## src/rtl/rr_mux_pkg.sv

```systemverilog
// Shared definitions for the rr_mux channel merger and its arbitration helper.
package rr_mux_pkg;

    localparam logic MODE_RR    = 1'b0;
    localparam logic MODE_FIXED = 1'b1;

    // Index width for v items; never below 1 so single-bit selects stay legal.
    function automatic int unsigned clog2(input int unsigned v);
        int unsigned r;
        r = 0;
        for (int unsigned i = 0; i < 32; i++) begin
            if ((32'd1 << r) < v) r = r + 1;
        end
        return (r < 1) ? 1 : r;
    endfunction

endpackage

```

## src/rtl/rr_mux_if.sv

```systemverilog
// Producer/consumer handshake bundle for rr_mux; slave is the mux side.
interface rr_mux_if
    import rr_mux_pkg::*;
#(
    parameter int unsigned N = 4,
    parameter int unsigned W = 8
);
    localparam int unsigned SW = clog2(N);

    logic [N-1:0]   in_valid;
    logic [N*W-1:0] in_data;
    logic [N-1:0]   in_ready;
    logic           mode;
    logic [SW-1:0]  s;
    logic           out_valid;
    logic [W-1:0]   out_data;
    logic [SW-1:0]  out_ch;
    logic           out_ready;

    modport master (
        output in_valid, in_data, mode, s, out_ready,
        input  in_ready, out_valid, out_data, out_ch
    );

    modport slave (
        input  in_valid, in_data, mode, s, out_ready,
        output in_ready, out_valid, out_data, out_ch
    );

endinterface

```

## src/rtl/rr_mux_pick.sv

```systemverilog
// Combinational rotating-priority picker: first set req at or after ptr, wrapping.
module rr_pick
    import rr_mux_pkg::*;
#(
    parameter int unsigned N  = 4,
    parameter int unsigned SW = clog2(N)
) (
    input  logic [N-1:0]  req,
    input  logic [SW-1:0] ptr,
    output logic [SW-1:0] gnt_idx,
    output logic          gnt_any
);

    // Two ordered passes (indices >= ptr, then < ptr) avoid modular index arithmetic.
    always_comb begin
        gnt_any = 1'b0;
        gnt_idx = '0;
        for (int i = 0; i < N; i++) begin
            if (!gnt_any && req[i] && (SW'(i) >= ptr)) begin
                gnt_any = 1'b1;
                gnt_idx = SW'(i);
            end
        end
        for (int i = 0; i < N; i++) begin
            if (!gnt_any && req[i] && (SW'(i) < ptr)) begin
                gnt_any = 1'b1;
                gnt_idx = SW'(i);
            end
        end
    end

endmodule

```

## src/rtl/rr_mux.sv

```systemverilog
// N-channel flow-controlled merger with round-robin or fixed-select grant and a
// registered output stage that drains and refills in the same cycle.
module rr_mux
    import rr_mux_pkg::*;
#(
    parameter int unsigned N = 4,
    parameter int unsigned W = 8
) (
    input logic    clk,
    input logic    rst,
    rr_mux_if.slave bus
);
    localparam int unsigned SW = clog2(N);
    localparam int unsigned NP = 1 << SW;

    localparam logic ST_EMPTY = 1'b0;
    localparam logic ST_FULL  = 1'b1;

    logic          state_q, state_d;
    logic [W-1:0]  data_q, data_d;
    logic [SW-1:0] ch_q, ch_d;
    logic [SW-1:0] ptr_q, ptr_d;

    logic [SW-1:0] rr_idx, gnt_idx;
    logic          rr_any, gnt_any;
    logic [NP-1:0] valid_ext;
    logic [W-1:0]  sel_data;
    logic          accept, take;

    rr_pick #(
        .N (N),
        .SW(SW)
    ) u_pick (
        .req    (bus.in_valid),
        .ptr    (ptr_q),
        .gnt_idx(rr_idx),
        .gnt_any(rr_any)
    );

    // Padding to a power of two makes out-of-range s read a zero valid bit.
    assign valid_ext = NP'(bus.in_valid);

    always_comb begin
        gnt_any = 1'b0;
        gnt_idx = '0;
        if (bus.mode == MODE_RR) begin
            gnt_any = rr_any;
            gnt_idx = rr_idx;
        end else if (valid_ext[bus.s]) begin
            gnt_any = 1'b1;
            gnt_idx = bus.s;
        end
    end

    always_comb begin
        sel_data = '0;
        for (int i = 0; i < N; i++) begin
            if (gnt_idx == SW'(i)) sel_data = bus.in_data[i*W +: W];
        end
    end

    assign accept       = (state_q == ST_EMPTY) || bus.out_ready;
    assign take         = gnt_any && accept && !rst;
    assign bus.in_ready = take ? (N'(1) << gnt_idx) : '0;

    always_comb begin
        state_d = state_q;
        data_d  = data_q;
        ch_d    = ch_q;
        ptr_d   = ptr_q;
        if (take) begin
            state_d = ST_FULL;
            data_d  = sel_data;
            ch_d    = gnt_idx;
            if (bus.mode == MODE_RR) begin
                ptr_d = (gnt_idx == SW'(N - 1)) ? '0 : gnt_idx + SW'(1);
            end
        end else if (bus.out_ready) begin
            state_d = ST_EMPTY;
        end
    end

    always_ff @(posedge clk) begin
        if (rst) begin
            state_q <= ST_EMPTY;
            data_q  <= '0;
            ch_q    <= '0;
            ptr_q   <= '0;
        end else begin
            state_q <= state_d;
            data_q  <= data_d;
            ch_q    <= ch_d;
            ptr_q   <= ptr_d;
        end
    end

    assign bus.out_valid = (state_q == ST_FULL);
    assign bus.out_data  = data_q;
    assign bus.out_ch    = ch_q;

endmodule

```

## src/flat_wrapper.sv

```systemverilog
// flat-port wrapper written by rule: the top's interface ports become plain ports
module rr_mux_flat import rr_mux_pkg::*;
#(
    parameter int unsigned N = 4,
    parameter int unsigned W = 8
)
  (clk, rst, bus_in_valid, bus_in_data, bus_mode, bus_s, bus_out_ready, bus_in_ready, bus_out_valid, bus_out_data, bus_out_ch);
  rr_mux_if #(.N(N), .W(W)) bus_i ();
  input logic clk;
  input logic rst;
  input wire logic [$bits(bus_i.in_valid)-1:0] bus_in_valid;
  input wire logic [$bits(bus_i.in_data)-1:0] bus_in_data;
  input wire logic [$bits(bus_i.mode)-1:0] bus_mode;
  input wire logic [$bits(bus_i.s)-1:0] bus_s;
  input wire logic [$bits(bus_i.out_ready)-1:0] bus_out_ready;
  output wire logic [$bits(bus_i.in_ready)-1:0] bus_in_ready;
  output wire logic [$bits(bus_i.out_valid)-1:0] bus_out_valid;
  output wire logic [$bits(bus_i.out_data)-1:0] bus_out_data;
  output wire logic [$bits(bus_i.out_ch)-1:0] bus_out_ch;
  assign bus_i.in_valid = bus_in_valid;
  assign bus_i.in_data = bus_in_data;
  assign bus_i.mode = bus_mode;
  assign bus_i.s = bus_s;
  assign bus_i.out_ready = bus_out_ready;
  assign bus_in_ready = bus_i.in_ready;
  assign bus_out_valid = bus_i.out_valid;
  assign bus_out_data = bus_i.out_data;
  assign bus_out_ch = bus_i.out_ch;
  rr_mux #(.N(N), .W(W)) u_core (.clk(clk), .rst(rst), .bus(bus_i));
endmodule
```

## config.mk

```make
export PLATFORM = sky130hd
export DESIGN_NAME = rr_mux_flat
export DESIGN_NICKNAME = d
export VERILOG_FILES = /design/src/rtl/rr_mux_pkg.sv /design/src/rtl/rr_mux_if.sv /design/src/rtl/rr_mux_pick.sv /design/src/rtl/rr_mux.sv /design/src/flat_wrapper.sv
export SDC_FILE = /design/constraint.sdc
export NUM_CORES = 1
export LEC_CHECK = 0
export CELL_PAD_IN_SITES_DETAIL_PLACEMENT = 1
export CELL_PAD_IN_SITES_GLOBAL_PLACEMENT = 2
export CORE_ASPECT_RATIO = 1.2
export CORE_UTILIZATION = 21
export CTS_CLUSTER_DIAMETER = 120
export DETAILED_ROUTE_END_ITERATION = 12
export MAX_ROUTING_LAYER = met4
export PLACE_DENSITY = 0.86
export SYNTH_ARGS = -nofsm -noshare
export SYNTH_HDL_FRONTEND = slang
export SYNTH_SLANG_ARGS = --single-unit
export TNS_END_PERCENT = 10
```

## constraint.sdc

```tcl
create_clock -name clk -period 3.6 [get_ports clk]
set_input_delay 0.36 -clock clk [delete_from_list [all_inputs] [get_ports clk]]
set_output_delay 0.36 -clock clk [all_outputs]
set_load 0.005 [all_outputs]
```

---- After elaboration in Yosys (flattened, before gate mapping) ----
Index checks and enable logic that the tools add are counted.
storage, ports and cells
  bits in registers ....................... 13
  latch bits .............................. 0
  bits in writable memories ............... 0
  bits in read-only memories .............. 0
  word-level logic and storage cells ...... 78
  memories kept ........................... 0
operators by class
  add/subtract/negate cells ............... 1
  $mul .................................... 0
  div/mod/pow operators ................... 0
  order comparisons ....................... 9
  equality and inequality tests ........... 3
  shift-type cells ........................ 1
  mux-type cells .......................... 29
  bitwise operators ....................... 2
  reduce and logical (&&, ||, !) cells .... 29
operator list
  kind                                                  count
  2-to-1 mux 8 bit                                      4
  2-to-1 mux 2 bit                                      9
  logical AND 1 bit                                     17
  2-to-1 mux 1 bit                                      14
  zero test 1 bit                                       8
  equality test 2 bit (second input constant)           2
  >= comparator 1 x 2 -> 1 bit (first input constant)   2
  >= comparator 2 bit (first input constant)            2
  < comparator 1 x 2 -> 1 bit (first input constant)    2
  < comparator 2 bit (first input constant)             2
  2-to-1 mux 4 bit                                      1
  << shifter 1 x 2 -> 4 bit (first input constant)      1
  < comparator 2 x 3 -> 1 bit (second input constant)   1
  adder 2 x 1 -> 2 bit (second input constant)          1
  binary-select mux 1 bit (select 2 bit)                1
  equality test 2 x 1 -> 1 bit (second input constant)  1
  zero test 2 bit                                       1
  inverter 1 bit                                        2
  AND reduction 2 bit                                   1
  nonzero test 2 bit                                    1
  logical OR 1 bit                                      1

---- Depth between registers and ports, before layout ----
Gate-level depths: netlist (run 1).
  depth in word-level cells ............... 37
  depth in mapped cells ................... 10
  depth with buffers taken out ............ 9

---- Hierarchy ----
Synthesis (run 1) repeated with hierarchy kept, for this count alone.
unflattened totals
  cell total of the unflattened synthesis .. 118
  area, all modules ....................... 975.9 um2
modules (own cells, without submodules)
  module   instances  cells an instance  area an instance (um2)
  rr_mux   1          106                895.9
  rr_pick  1          12                 80.1

---- Worst setup path after synthesis (run 1) ----
Ideal clock, no wire load.
  path kind ............................... flip-flop to flip-flop
  from .................................... register u_core.ptr_q[0]
  to ...................................... register u_core.data_q[6], in the netlist u_core.bus.out_data[6]
  library setup time ...................... 0.132 ns
  arrival ................................. 2.276 ns
  data required time ...................... 3.468 ns
  path slack .............................. 1.193 ns
  cell stages (with the launch flop) ...... 11
  buffers on the path ..................... 1
  clock period less this slack ............ 2.407 ns
  path through ............................ dfxtp_1 > nand2b_1 > a21oi_1 > o41ai_1 > inv_1 > ha_1 > or2_2 > clkbuf_1 > a221o_1 > o311ai_0 > mux2i_1
between the ends
  word-level cells in the longest chain between the ends .. 37
  elaborated cells on any way between the ends .. 57
  those cells by class .................... 8 x order compare; 3 x eq/ne; 21 x mux; 25 x reduce/logical
RTL lines
  what                             RTL line           text
  from (decl)                      rr_mux.sv:22       logic [SW-1:0] ptr_q, ptr_d;
  from (signal assigned)           rr_mux.sv:93       ptr_q <= ptr_d;
  >= comparator 1 x 2 -> 1 bit     rr_mux_pick.sv:19  if (!gnt_any && req[i] && (SW'(i) >= ptr)) begin
  logical AND 1 bit                rr_mux_pick.sv:19
  2-to-1 mux 1 bit                 rr_mux_pick.sv:19
  zero test 1 bit                  rr_mux_pick.sv:19
  logical AND 1 bit (2 in series)  rr_mux_pick.sv:19
  2-to-1 mux 1 bit                 rr_mux_pick.sv:19
  zero test 1 bit                  rr_mux_pick.sv:19
  logical AND 1 bit (2 in series)  rr_mux_pick.sv:19
  [... 17 more ...]                --
  zero test 1 bit                  rr_mux_pick.sv:25  if (!gnt_any && req[i] && (SW'(i) < ptr)) begin
  logical AND 1 bit (2 in series)  rr_mux_pick.sv:25
  2-to-1 mux 2 bit (*)             rr_mux_pick.sv:25
  2-to-1 mux 2 bit (*)             rr_mux.sv:46       if (bus.mode == MODE_RR) begin
  via u_core.gnt_idx[0]            rr_mux.sv:24       logic [SW-1:0] rr_idx, gnt_idx;
  zero test 2 bit                  rr_mux.sv:58       if (gnt_idx == SW'(i)) sel_data = bus.in_data[i*W +: W];
  2-to-1 mux 8 bit (3 in series)   rr_mux.sv:58
  2-to-1 mux 8 bit (*)             rr_mux.sv:58
  to (signal assigned)             rr_mux.sv:91       data_q <= data_d;
  to (decl)                        rr_mux.sv:20       logic [W-1:0] data_q, data_d;
The timed path passes the listed nets; every way through them passes the cells marked *.
A chain may end at the register's enable or synchronous reset.

---- Worst setup path after layout (run 1) ----
  from .................................... input port bus_in_valid[1]
  to ...................................... output port bus_in_ready[3]
between the ends
  elaborated cells on any way between the ends .. 44
  those cells by class .................... 1 x shift; 21 x mux; 22 x reduce/logical
RTL lines
  what                             RTL line            text
  from (decl)                      flat_wrapper.sv:11  input wire logic [$bits(bus_i.in_valid)-1:0] bus_in_valid;
  logical AND 1 bit (2 in series)  rr_mux_pick.sv:19
  2-to-1 mux 1 bit                 rr_mux_pick.sv:19
  zero test 1 bit                  rr_mux_pick.sv:19
  logical AND 1 bit (2 in series)  rr_mux_pick.sv:19
  2-to-1 mux 1 bit                 rr_mux_pick.sv:19
  zero test 1 bit                  rr_mux_pick.sv:19
  logical AND 1 bit (2 in series)  rr_mux_pick.sv:19
  2-to-1 mux 1 bit                 rr_mux_pick.sv:19
  [... 11 more ...]                --
  2-to-1 mux 1 bit                 rr_mux_pick.sv:25
  zero test 1 bit                  rr_mux_pick.sv:25
  logical AND 1 bit (2 in series)  rr_mux_pick.sv:25
  2-to-1 mux 2 bit                 rr_mux_pick.sv:25
  2-to-1 mux 2 bit (*)             rr_mux.sv:46
  via u_core.gnt_idx[0]            rr_mux.sv:24
  << shifter 1 x 2 -> 4 bit (*)    rr_mux.sv:64        assign bus.in_ready = take ? (N'(1) << gnt_idx) : '0;
  2-to-1 mux 4 bit (*)             rr_mux.sv:64
  to (decl)                        flat_wrapper.sv:16  output wire logic [$bits(bus_i.in_ready)-1:0] bus_in_ready;
The timed path passes the listed nets; every way through them passes the cells marked *. The select of a mux whose other input is x is not followed.

==> results of run 1 <==
worst paths after layout:
check | slack [ns] | end | from | depth (start not counted)
max | 0.38 | bus_in_ready[3] | bus_in_valid[1] | 8
min reg2reg | 0.48 | u_core.bus.out_ch[1] | u_core.bus.out_ch[1] | 2
min | 0.48 | u_core.bus.out_ch[1] | u_core.bus.out_ch[1] | 2
max reg2reg | 1.15 | u_core.bus.out_data[6] | u_core.ptr_q[0] | 9
worst max-delay path: stages:
cell and delay (ns):
clkdlybuf4s50_1 0.57, nand2b_1 0.15, a21oi_1 0.10, o41ai_2 0.47
ha_1 0.31, clkinv_1 0.24, nor2_1 0.16, clkdlybuf4s50_1 0.51
report_power, final:
part	switching, mW	total [mW]	internal (mW)
logic	0.0803	0.206	0.126
clock network	0.0472	0.125	0.0778
registers	0.0114	0.175	0.164
total	0.139	0.506	0.367
kinds of logic after synthesis:
logic type / after synthesis / share of synthesized area
simple gates: 34 / 0.2024
buf+inv: 13 / 0.06835
fa+ha+maj: 4 / 0.05362
compound gates: 27 / 0.2440
mux: 14 / 0.1528
flops: 13 / 0.2788
stage by stage:
stage	power (mW)	hold WS, ns	std cells	cell area, um2
6_report	0.5059	0.4767	216	1587
5_1_grt	0.5381	0.4985	216	1587
4_1_cts	0.5119	0.4841	216	1579
3_5_place_dp	0.3836	0.4756	212	1534
3_3_place_gp	0.3796	0.4689	212	1534
2_1_floorplan	0.2755	0.4680	105	933.4
what timing repair did:
action | CTS | global route
hold endpoints to repair | 0 | 0
endpoints found under the setup margin | 0 | 1
gates resized for setup | 0 | 1
registers in the layout (all words and copies together) (netlist names):
register	count
u_core.ptr_q	2
u_core.bus.out_data	8
u_core.bus.out_ch	2
u_core.bus.out_valid	1
Yosys cell counts, drive strengths merged (2+ instances only):
library cell,instances
a21oi,3
inv,6
mux2,2
o221ai,7
ha,4
nand2b,16
mux2i,12
nor2b,3
a221o,8
nor4,2
dfxtp,13
buf,2
clkbuf,4
nand2,2
nor2,7
layout make-up:
| cell class | count | area share |
|---|---|---|
| repair buffers | 57 | 0.3580 |
| flip-flops and latches | 13 | 0.1640 |
| inverters | 7 | 0.01656 |
| clock buffers | 4 | 0.02839 |
| multi-input cells | 79 | 0.3888 |
| well taps | 56 | 0.04416 |
layer usage:
metal	global-route usage	share of wire	wire, um	up-vias
met3	0.01515	0.045	134	2
met2	0.2162	0.49	1471	35
met4	0.04651	0.0090	27	0
li1	-	-	-	500
met1	0.1578	0.46	1369	460
met5	-	0	0	-
==> results.toml, run 1 <==
[timing]
relSlewSlack = 0.6447
final_hold_viol_count = 0
setup_viol = 0
max_freq_ghz = 0.3103
drv_slew = 0
fin_ws_ns = 0.3777
finalCriticalPeriod_ns = 3.222
finalSetupTns_ns = 0
fin_worst_skew_ns = 0.005010
fin_crit_sh = 0.8951
rsz0062_at_grt = "no"
tightest_slew_ns = 0.5282

[min_path]
min_path_type = "register to register"

[synthesis]
synth_edf_count = 0
ys_seq_elements = 13
synthArstFlopShare = 0
ys_types = 29
yosys_most_used_dff = "dfxtp_1"
synth_area_leaders = "dfxtp_1 28%, mux2i_1 13%, nand2b_1 11%, a221o_1 8.6%, o221ai_1 6.6%"
synth.net_count = 151
ys_warn_count = 0
ys_seq_area_frac = 0.2788
netlist_area_um2 = 933.4
synth_top_cell_by_area = "dfxtp_1"
synth_cells = 105
syn_area_per_cell_um2 = 8.889
yosys.area.top_type_share = 0.2788

[cts]
cts.hold.buffers_added = 0
clock-sinks = 13
clockBufferDepth = 2
clockRootBuffer = "clkbuf_8"
cts_tree = "done"
clock_latency_ns = 0.24
numCtsBuffers = 3
path_clk_slew_ns = 0.05
cts_setup_buffers = 0
htree_levels = 1

[layout]
post-route-util = 0.3723
fin_nets = 207
nFillCells = 502
multiInputGateArea_um2 = 616.8
syn_to_final_growth_pct = 69.97
final_cell_mix = "56 x clkdlybuf4s50_1, 16 x nand2b_1, 13 x dfxtp_1, 12 x mux2i_1, 8 x a221o_1"
layout_commonest_cell = "clkdlybuf4s50_1"
num_antenna_cells = 0
regArea_um2 = 260.3
drive_gt1_frac = 0.03750

[routing]
postRouteWirelength_um = 3002
avgRoutedWirePerCell_um = 13.90
viasPerCell = 4.616
dr_total_vias = 997
drt-initial-drc-count = 20
first_pass_iters = 4
postRouteAntennaNets = 0
drc = 0

[setup_path]
critPathCaptureType = "output pin"
crit_required_ns = 3.24
start_kind = "input pin"
crit_type = "input pin to output pin"
cp.arrival_ns = 2.86
crit_fanout = 9

[global_routing]
track_usage = 0.1282
grt_max_degree = 16
grt_overflow = 0
grt_pass1_wl_um = 4726
antenna_found_initial = 0
grt_pass1_vias = 1041

[floorplan]
io_pins = 57
die_h_um = 75.03
die-area_mm2 = 0.004716
rows = 26
coreArea_mm2 = 0.004262
fp.dieW_um = 62.86
start_util = 0.2190

[pwr]
ir_worst_vdd_mv = 0.1070
leakagePower_nw = 0.6280
power_density_mw_per_mm2 = 318.9

[placed_design]
portBuffers = 56
pre_cts_ws_ns = 0.1694
hpwl_um = 2468
gp_congestion = 0.7558

[outcome]
status = "completed"

[job]
maxCapViolations = 0
Power figures use the tool's default switching activity.
==> run 2, diff against run 1 <==
--- a/config.mk
+++ b/config.mk
@@ -7,13 +7,14 @@
 export LEC_CHECK = 0
 export CELL_PAD_IN_SITES_DETAIL_PLACEMENT = 1
 export CELL_PAD_IN_SITES_GLOBAL_PLACEMENT = 2
-export CORE_ASPECT_RATIO = 1.2
 export CORE_UTILIZATION = 21
 export CTS_CLUSTER_DIAMETER = 120
 export DETAILED_ROUTE_END_ITERATION = 12
+export GPL_ROUTABILITY_DRIVEN = 0
 export MAX_ROUTING_LAYER = met4
 export PLACE_DENSITY = 0.86
 export SYNTH_ARGS = -nofsm -noshare
 export SYNTH_HDL_FRONTEND = slang
+export SYNTH_HIERARCHICAL = 1
 export SYNTH_SLANG_ARGS = --single-unit
 export TNS_END_PERCENT = 10
==> run 2 against run 1 <==
- wire length rose by 13%
- sequential power barely moved
- via count rose by 7.8%
- highest routed layer unchanged
- final cell count rose by 4.6%
- design area rose by 3.0%
- power rose by 2.4%
- synthesized area rose by 4.6%
- core utilization fell by 0.21 points
- sequential cell count did not move
- fmax fell by 1.0%
- critical path type unchanged
==> results.toml, run 2 <==
[setup_path]
worstReg2RegEnd = "u_core/bus.out_data[2]"
critPathBufInv = 4
crit_slowest_cell = "clkdlybuf4s50_1"
cp.arrival_ns = 2.90
crit_top_cell = "clkdlybuf4s50_1"
crit_fanout = 9
cp_num_cells = 9
endpoint = "bus_in_ready[3]"
r2r-start = "u_core/ptr_q[1]"
reg2regPathDepth = 9
path_cells = "clkdlybuf4s50_1 > mux2i_1 > a221oi_2 > a21oi_1 > inv_1 > ha_1 > clkinv_1 > nor2_1 > clkdlybuf4s50_1"
critPathCaptureType = "output pin"
crit_path_start = "bus_in_valid[3]"
crit_type = "input pin to output pin"
critPathMaxStageDelay_ns = 0.58
crit_required_ns = 3.24
ff2ff_setup_slack_ns = 0.97
path_delay_family = "buffers and inverters"
start_kind = "input pin"

[floorplan]
rows = 24
coreArea_mm2 = 0.004414
fp.dieW_um = 70.17
io_pins = 57
die-area_mm2 = 0.004924
die_h_um = 70.17
start_util = 0.2211

[placed_design]
portBuffers = 56
hpwl_um = 2819

[synthesis]
synth_top_cell_by_area = "dfxtp_1"
synth_edf_count = 0
netlist_area_um2 = 975.9
ys_seq_area_frac = 0.2667
ys_types = 26
yosys_most_used_dff = "dfxtp_1"
ys_seq_elements = 13
yosys.area.top_type_share = 0.2667
synth_common_cells = "15 x mux2i_1, 15 x nand2_1, 13 x dfxtp_1"
synth_cells = 118
synthArstFlopShare = 0
syn_area_per_cell_um2 = 8.271
synth_area_leaders = "dfxtp_1 27%, mux2i_1 15%, a221o_1 7.2%, a22oi_1 6.2%, o21a_1 6.2%"
ys_warn_count = 6
synth.net_count = 164

[routing]
dr_total_vias = 1075
drt-initial-drc-count = 30
drc = 0
avgRoutedWirePerCell_um = 14.99
postRouteWirelength_um = 3387
viasPerCell = 4.757
postRouteAntennaNets = 0
first_pass_iters = 4

[timing]
setup_viol = 0
drv_slew = 0
max_freq_ghz = 0.3071
relSlewSlack = 0.6351
tightest_slew_ns = 0.5473
finalCriticalPeriod_ns = 3.257
fin_worst_skew_ns = 0.0004717
rsz0062_at_grt = "no"
fin_crit_sh = 0.9046
final_hold_viol_count = 0
finalSetupTns_ns = 0

[cts]
htree_levels = 1
cts_tree = "done"
cts_setup_buffers = 0
path_clk_slew_ns = 0.06
clock-sinks = 13
post_cts_resized = 0
clockBufferDepth = 2
clock_latency_ns = 0.24
numCtsBuffers = 3
cts.hold.buffers_added = 0
clockRootBuffer = "clkbuf_8"

[layout]
largest_reg_flops = 8
nFillCells = 507
final_cell_mix = "56 x clkdlybuf4s50_1, 15 x nand2_1, 15 x mux2i_1, 13 x dfxtp_1, 11 x nor2_1"
syn_to_final_growth_pct = 67.44
post-route-util = 0.3702
fin_nets = 221
regArea_um2 = 260.3
num_antenna_cells = 0
multiInputGateArea_um2 = 643.1
layout_commonest_cell = "clkdlybuf4s50_1"
drive_gt1_frac = 0.04598

[global_routing]
antenna_found_initial = 0
track_usage = 0.1421
grt_overflow = 0
grt_pass1_wl_um = 5457
grt_max_degree = 13
grt_pass1_vias = 1102

[pwr]
ir_worst_vdd_mv = 0.1246
power_density_mw_per_mm2 = 317.0
leakagePower_nw = 0.6646

[job]
maxCapViolations = 0

[min_path]
min_path_type = "register to register"

[outcome]
status = "completed"
-- run 2: cell type report --
type	count	share of cell area
clock buffer	4	0.02757
inverter	10	0.02297
sequential	13	0.1593
tap	52	0.03982
timing repair buffer	59	0.3568
multi-input combinational	88	0.3936
-- run 2: worst register-to-register path, delay by kind of cell, from the launching register on --
kind,cells,cell delay (ns)
AO/OA/AOI/OAI,4,0.77
flip-flops,1,0.45
AND/OR/NAND/NOR,1,0.45
multiplexers,2,0.41
adder cells (fa/ha/maj),1,0.35
buffers and inverters,1,0.12
-- run 2: how the worst min path moves through the flow --
stage	to	cells after the start	start
3_3_place_gp	u_core/bus.out_data[2]	2	u_core/bus.out_data[2]
2_1_floorplan	u_core/bus.out_valid	1	rst
4_1_cts	u_core/bus.out_data[6]	2	u_core/bus.out_data[6]
5_1_grt	u_core/bus.out_data[6]	2	u_core/bus.out_data[6]
3_5_place_dp	u_core/bus.out_data[1]	2	u_core/bus.out_data[1]
6_report	u_core/bus.out_data[6]	2	u_core/bus.out_data[6]
-- run 2: through the flow --
step	cells	cell area (um2)	hold WS [ns]	setup slack [ns]	power [mW]
6_report	226	1634	0.4627	0.3435	0.5179
5_1_grt	226	1634	0.4910	0.1645	0.5475
4_1_cts	226	1634	0.4724	0.3457	0.5227
3_5_place_dp	222	1589	0.4613	0.3305	0.3882
3_3_place_gp	222	1589	0.4484	0.4548	0.3832
2_1_floorplan	118	975.9	0.4324	1.395	0.2756
-- run 2: per-layer routing --
layer,GRT usage,vias up,wire (um)
li1,-,538,-
met1,0.1787,512,1558
met2,0.2447,23,1715
met3,0.01876,2,92
met4,0.02667,0,21
met5,-,-,0
-- run 2: cells by family after synthesis --
| logic type | count (synthesis) | synth area share |
|---|---|---|
| compound gates | 37 | 0.3141 |
| simple gates | 32 | 0.1398 |
| fa+ha+maj | 4 | 0.05128 |
| mux | 15 | 0.1538 |
| buf+inv | 17 | 0.07435 |
| flops | 13 | 0.2667 |
-- run 2: power by group --
part / total [mW] / leakage (nW) / switching, mW / internal, mW
clock: 0.132 / 0.0228 / 0.0541 / 0.0782
sequential: 0.174 / 0.107 / 0.0115 / 0.162
combinational: 0.212 / 0.535 / 0.0886 / 0.123
==> run 3, diff against run 2 <==
--- a/config.mk
+++ b/config.mk
@@ -7,12 +7,12 @@
 export LEC_CHECK = 0
 export CELL_PAD_IN_SITES_DETAIL_PLACEMENT = 1
 export CELL_PAD_IN_SITES_GLOBAL_PLACEMENT = 2
-export CORE_UTILIZATION = 21
+export CORE_UTILIZATION = 19
 export CTS_CLUSTER_DIAMETER = 120
 export DETAILED_ROUTE_END_ITERATION = 12
 export GPL_ROUTABILITY_DRIVEN = 0
 export MAX_ROUTING_LAYER = met4
-export PLACE_DENSITY = 0.86
+export PLACE_DENSITY = 0.79
 export SYNTH_ARGS = -nofsm -noshare
 export SYNTH_HDL_FRONTEND = slang
 export SYNTH_HIERARCHICAL = 1
==> constraint.sdc (replaced) <==
create_clock -name clk -period 3.5 [get_ports clk]
set_input_delay 0.35 -clock clk [delete_from_list [all_inputs] [get_ports clk]]
set_output_delay 0.35 -clock clk [all_outputs]
set_load 0.005 [all_outputs]
==> run 3 against run 2 <==
- combinational power about the same
- clock skew rose by 0.0032 ns
- critical path type unchanged
- sequential share of layout area fell by 0.18 points
- wire length shrank 5.0%
- power increased by 1.7%
- count of clock-buffer cells in the layout is the same
- largest power group unchanged
- critical path depth grew 1
- setup slack worse by 0.043 ns
- register-to-register slack lost 0.08 ns
- sequential cell count stayed put
==> results.toml, run 3 (same netlist as run 2, synthesis figures left out) <==
[placed_design]
dpl-instance-area_mm2 = 0.001608
hpwl_um = 2715
portBuffers = 56
dp.cells = 237
pre_cts_ws_ns = 0.3134

[layout]
drive_gt1_frac = 0.04598
fin_nets = 221
num_antenna_cells = 0
post-route-util = 0.3431
largest_reg_flops = 8
final_cell_mix = "56 x clkdlybuf4s50_1, 15 x nand2_1, 15 x mux2i_1, 13 x dfxtp_1, 11 x nor2_1"
syn_to_final_growth_pct = 69.36
design_area_mm2 = 0.001653
final_cell_count_no_fill = 241
layout_commonest_cell = "clkdlybuf4s50_1"

[timing]
holdWs_ns = 0.4653
fin_ws_ns = 0.3006
rsz0062_at_grt = "no"
fin_worst_skew_ns = 0.003680
finalSetupTns_ns = 0
tightest_slew_ns = 0.4535
fin_crit_sh = 0.9141
max_freq_ghz = 0.3126
final_hold_viol_count = 0
drv_slew = 0
relSlewSlack = 0.6970
setup_viol = 0
finalCriticalPeriod_ns = 3.199

[setup_path]
critPathMaxStageDelay_ns = 0.57
start_kind = "input pin"
crit_path_start = "bus_in_valid[3]"
crit_required_ns = 3.15
r2r-start = "u_core/ptr_q[1]"
crit_fanout = 9
critPathCaptureType = "output pin"
path_cells = "clkdlybuf4s50_1 > nand3b_1 > o21ai_0 > a221oi_1 > a21oi_1 > inv_1 > ha_1 > clkinv_1 > nor2_1 > clkdlybuf4s50_1"
cp.arrival_ns = 2.85
crit_top_cell = "clkdlybuf4s50_1"
crit_slowest_cell = "clkdlybuf4s50_1"
crit_type = "input pin to output pin"

[floorplan]
coreArea_mm2 = 0.004817
start_util = 0.2026
io_pins = 57
fp.dieW_um = 73.67
rows = 25
die_h_um = 73.67
die-area_mm2 = 0.005427

[cts]
clock-sinks = 13
path_clk_slew_ns = 0.05
clockBufferDepth = 2
clockRootBuffer = "clkbuf_8"
post_cts_resized = 0
cts_setup_buffers = 0
cts.hold.buffers_added = 0
clock_latency_ns = 0.24
numCtsBuffers = 3
cts_tree = "done"
htree_levels = 1

[outcome]
status = "completed"

[pwr]
combPwrFrac = 0.409
power.total_mw = 0.5269
power.net_switching_mw = 0.1532
leakagePower_nw = 0.6658
ir_worst_vdd_mv = 0.1019
clock_power_share = 0.251
p_int_mw = 0.3737
power_density_mw_per_mm2 = 318.8
seq_power_share = 0.340
p_sw_frac = 0.2907

[routing]
postRouteAntennaNets = 0
postRouteWirelength_um = 3218
drc = 0
viasPerCell = 4.415
dr_total_vias = 1064
avgRoutedWirePerCell_um = 13.35
first_pass_iters = 4
drt-initial-drc-count = 74

[global_routing]
grt_overflow = 0
grt_pass1_wl_um = 4885
grt_pass1_vias = 1081
antenna_found_initial = 0
grt_max_degree = 13
track_usage = 0.1223

[job]
maxCapViolations = 0

[min_path]
min_path_type = "register to register"
hold_start = "u_core/bus.out_data[1]"
-- run 3: cell counts in the layout (fill, tap and decap cells not counted) --
Identical to the previous run, type by type.
-- run 3: area by class of cell --
type / instances / area [um2]
fill: 594 / 3164
inverter: 10 / 37.54
sequential: 13 / 260.3
timing repair buffer: 59 / 583.1
multi-input combinational: 88 / 643.1
tap: 67 / 83.83
clock buffer: 4 / 45.04
-- run 3: critical path, delay by kind of cell --
| family | cells | cell delay, ns |
|---|---|---|
| buf+inv | 4 | 1.36 |
| compound gates | 3 | 0.53 |
| simple gates | 2 | 0.26 |
| fa+ha+maj | 1 | 0.35 |
-- run 3: worst paths after layout --
check	cells after the start	slack [ns]	endpoint
setup / recovery	10	0.30	bus_in_ready[2]
hold / removal	2	0.47	u_core/bus.out_data[1]
setup reg to reg	9	0.89	u_core/bus.out_data[0]
hold reg to reg	2	0.47	u_core/bus.out_data[1]
-- run 3: power groups by stage --
stage	Sequential (mW)	Combinational [mW]	Clock, mW
2_1_floorplan	0.182	0.102	0
3_3_place_gp	0.181	0.213	0
3_5_place_dp	0.183	0.216	0
4_1_cts	0.180	0.217	0.136
5_1_grt	0.182	0.233	0.143
6_report	0.179	0.215	0.132
-- run 3: routing by layer --
metal,part of all wire,vias to the layer above,global-route usage
li1,-,545,-
met1,0.48,486,0.1623
met2,0.48,31,0.1916
met3,0.036,2,0.008230
met4,0.0078,0,0.05128
met5,0,-,-
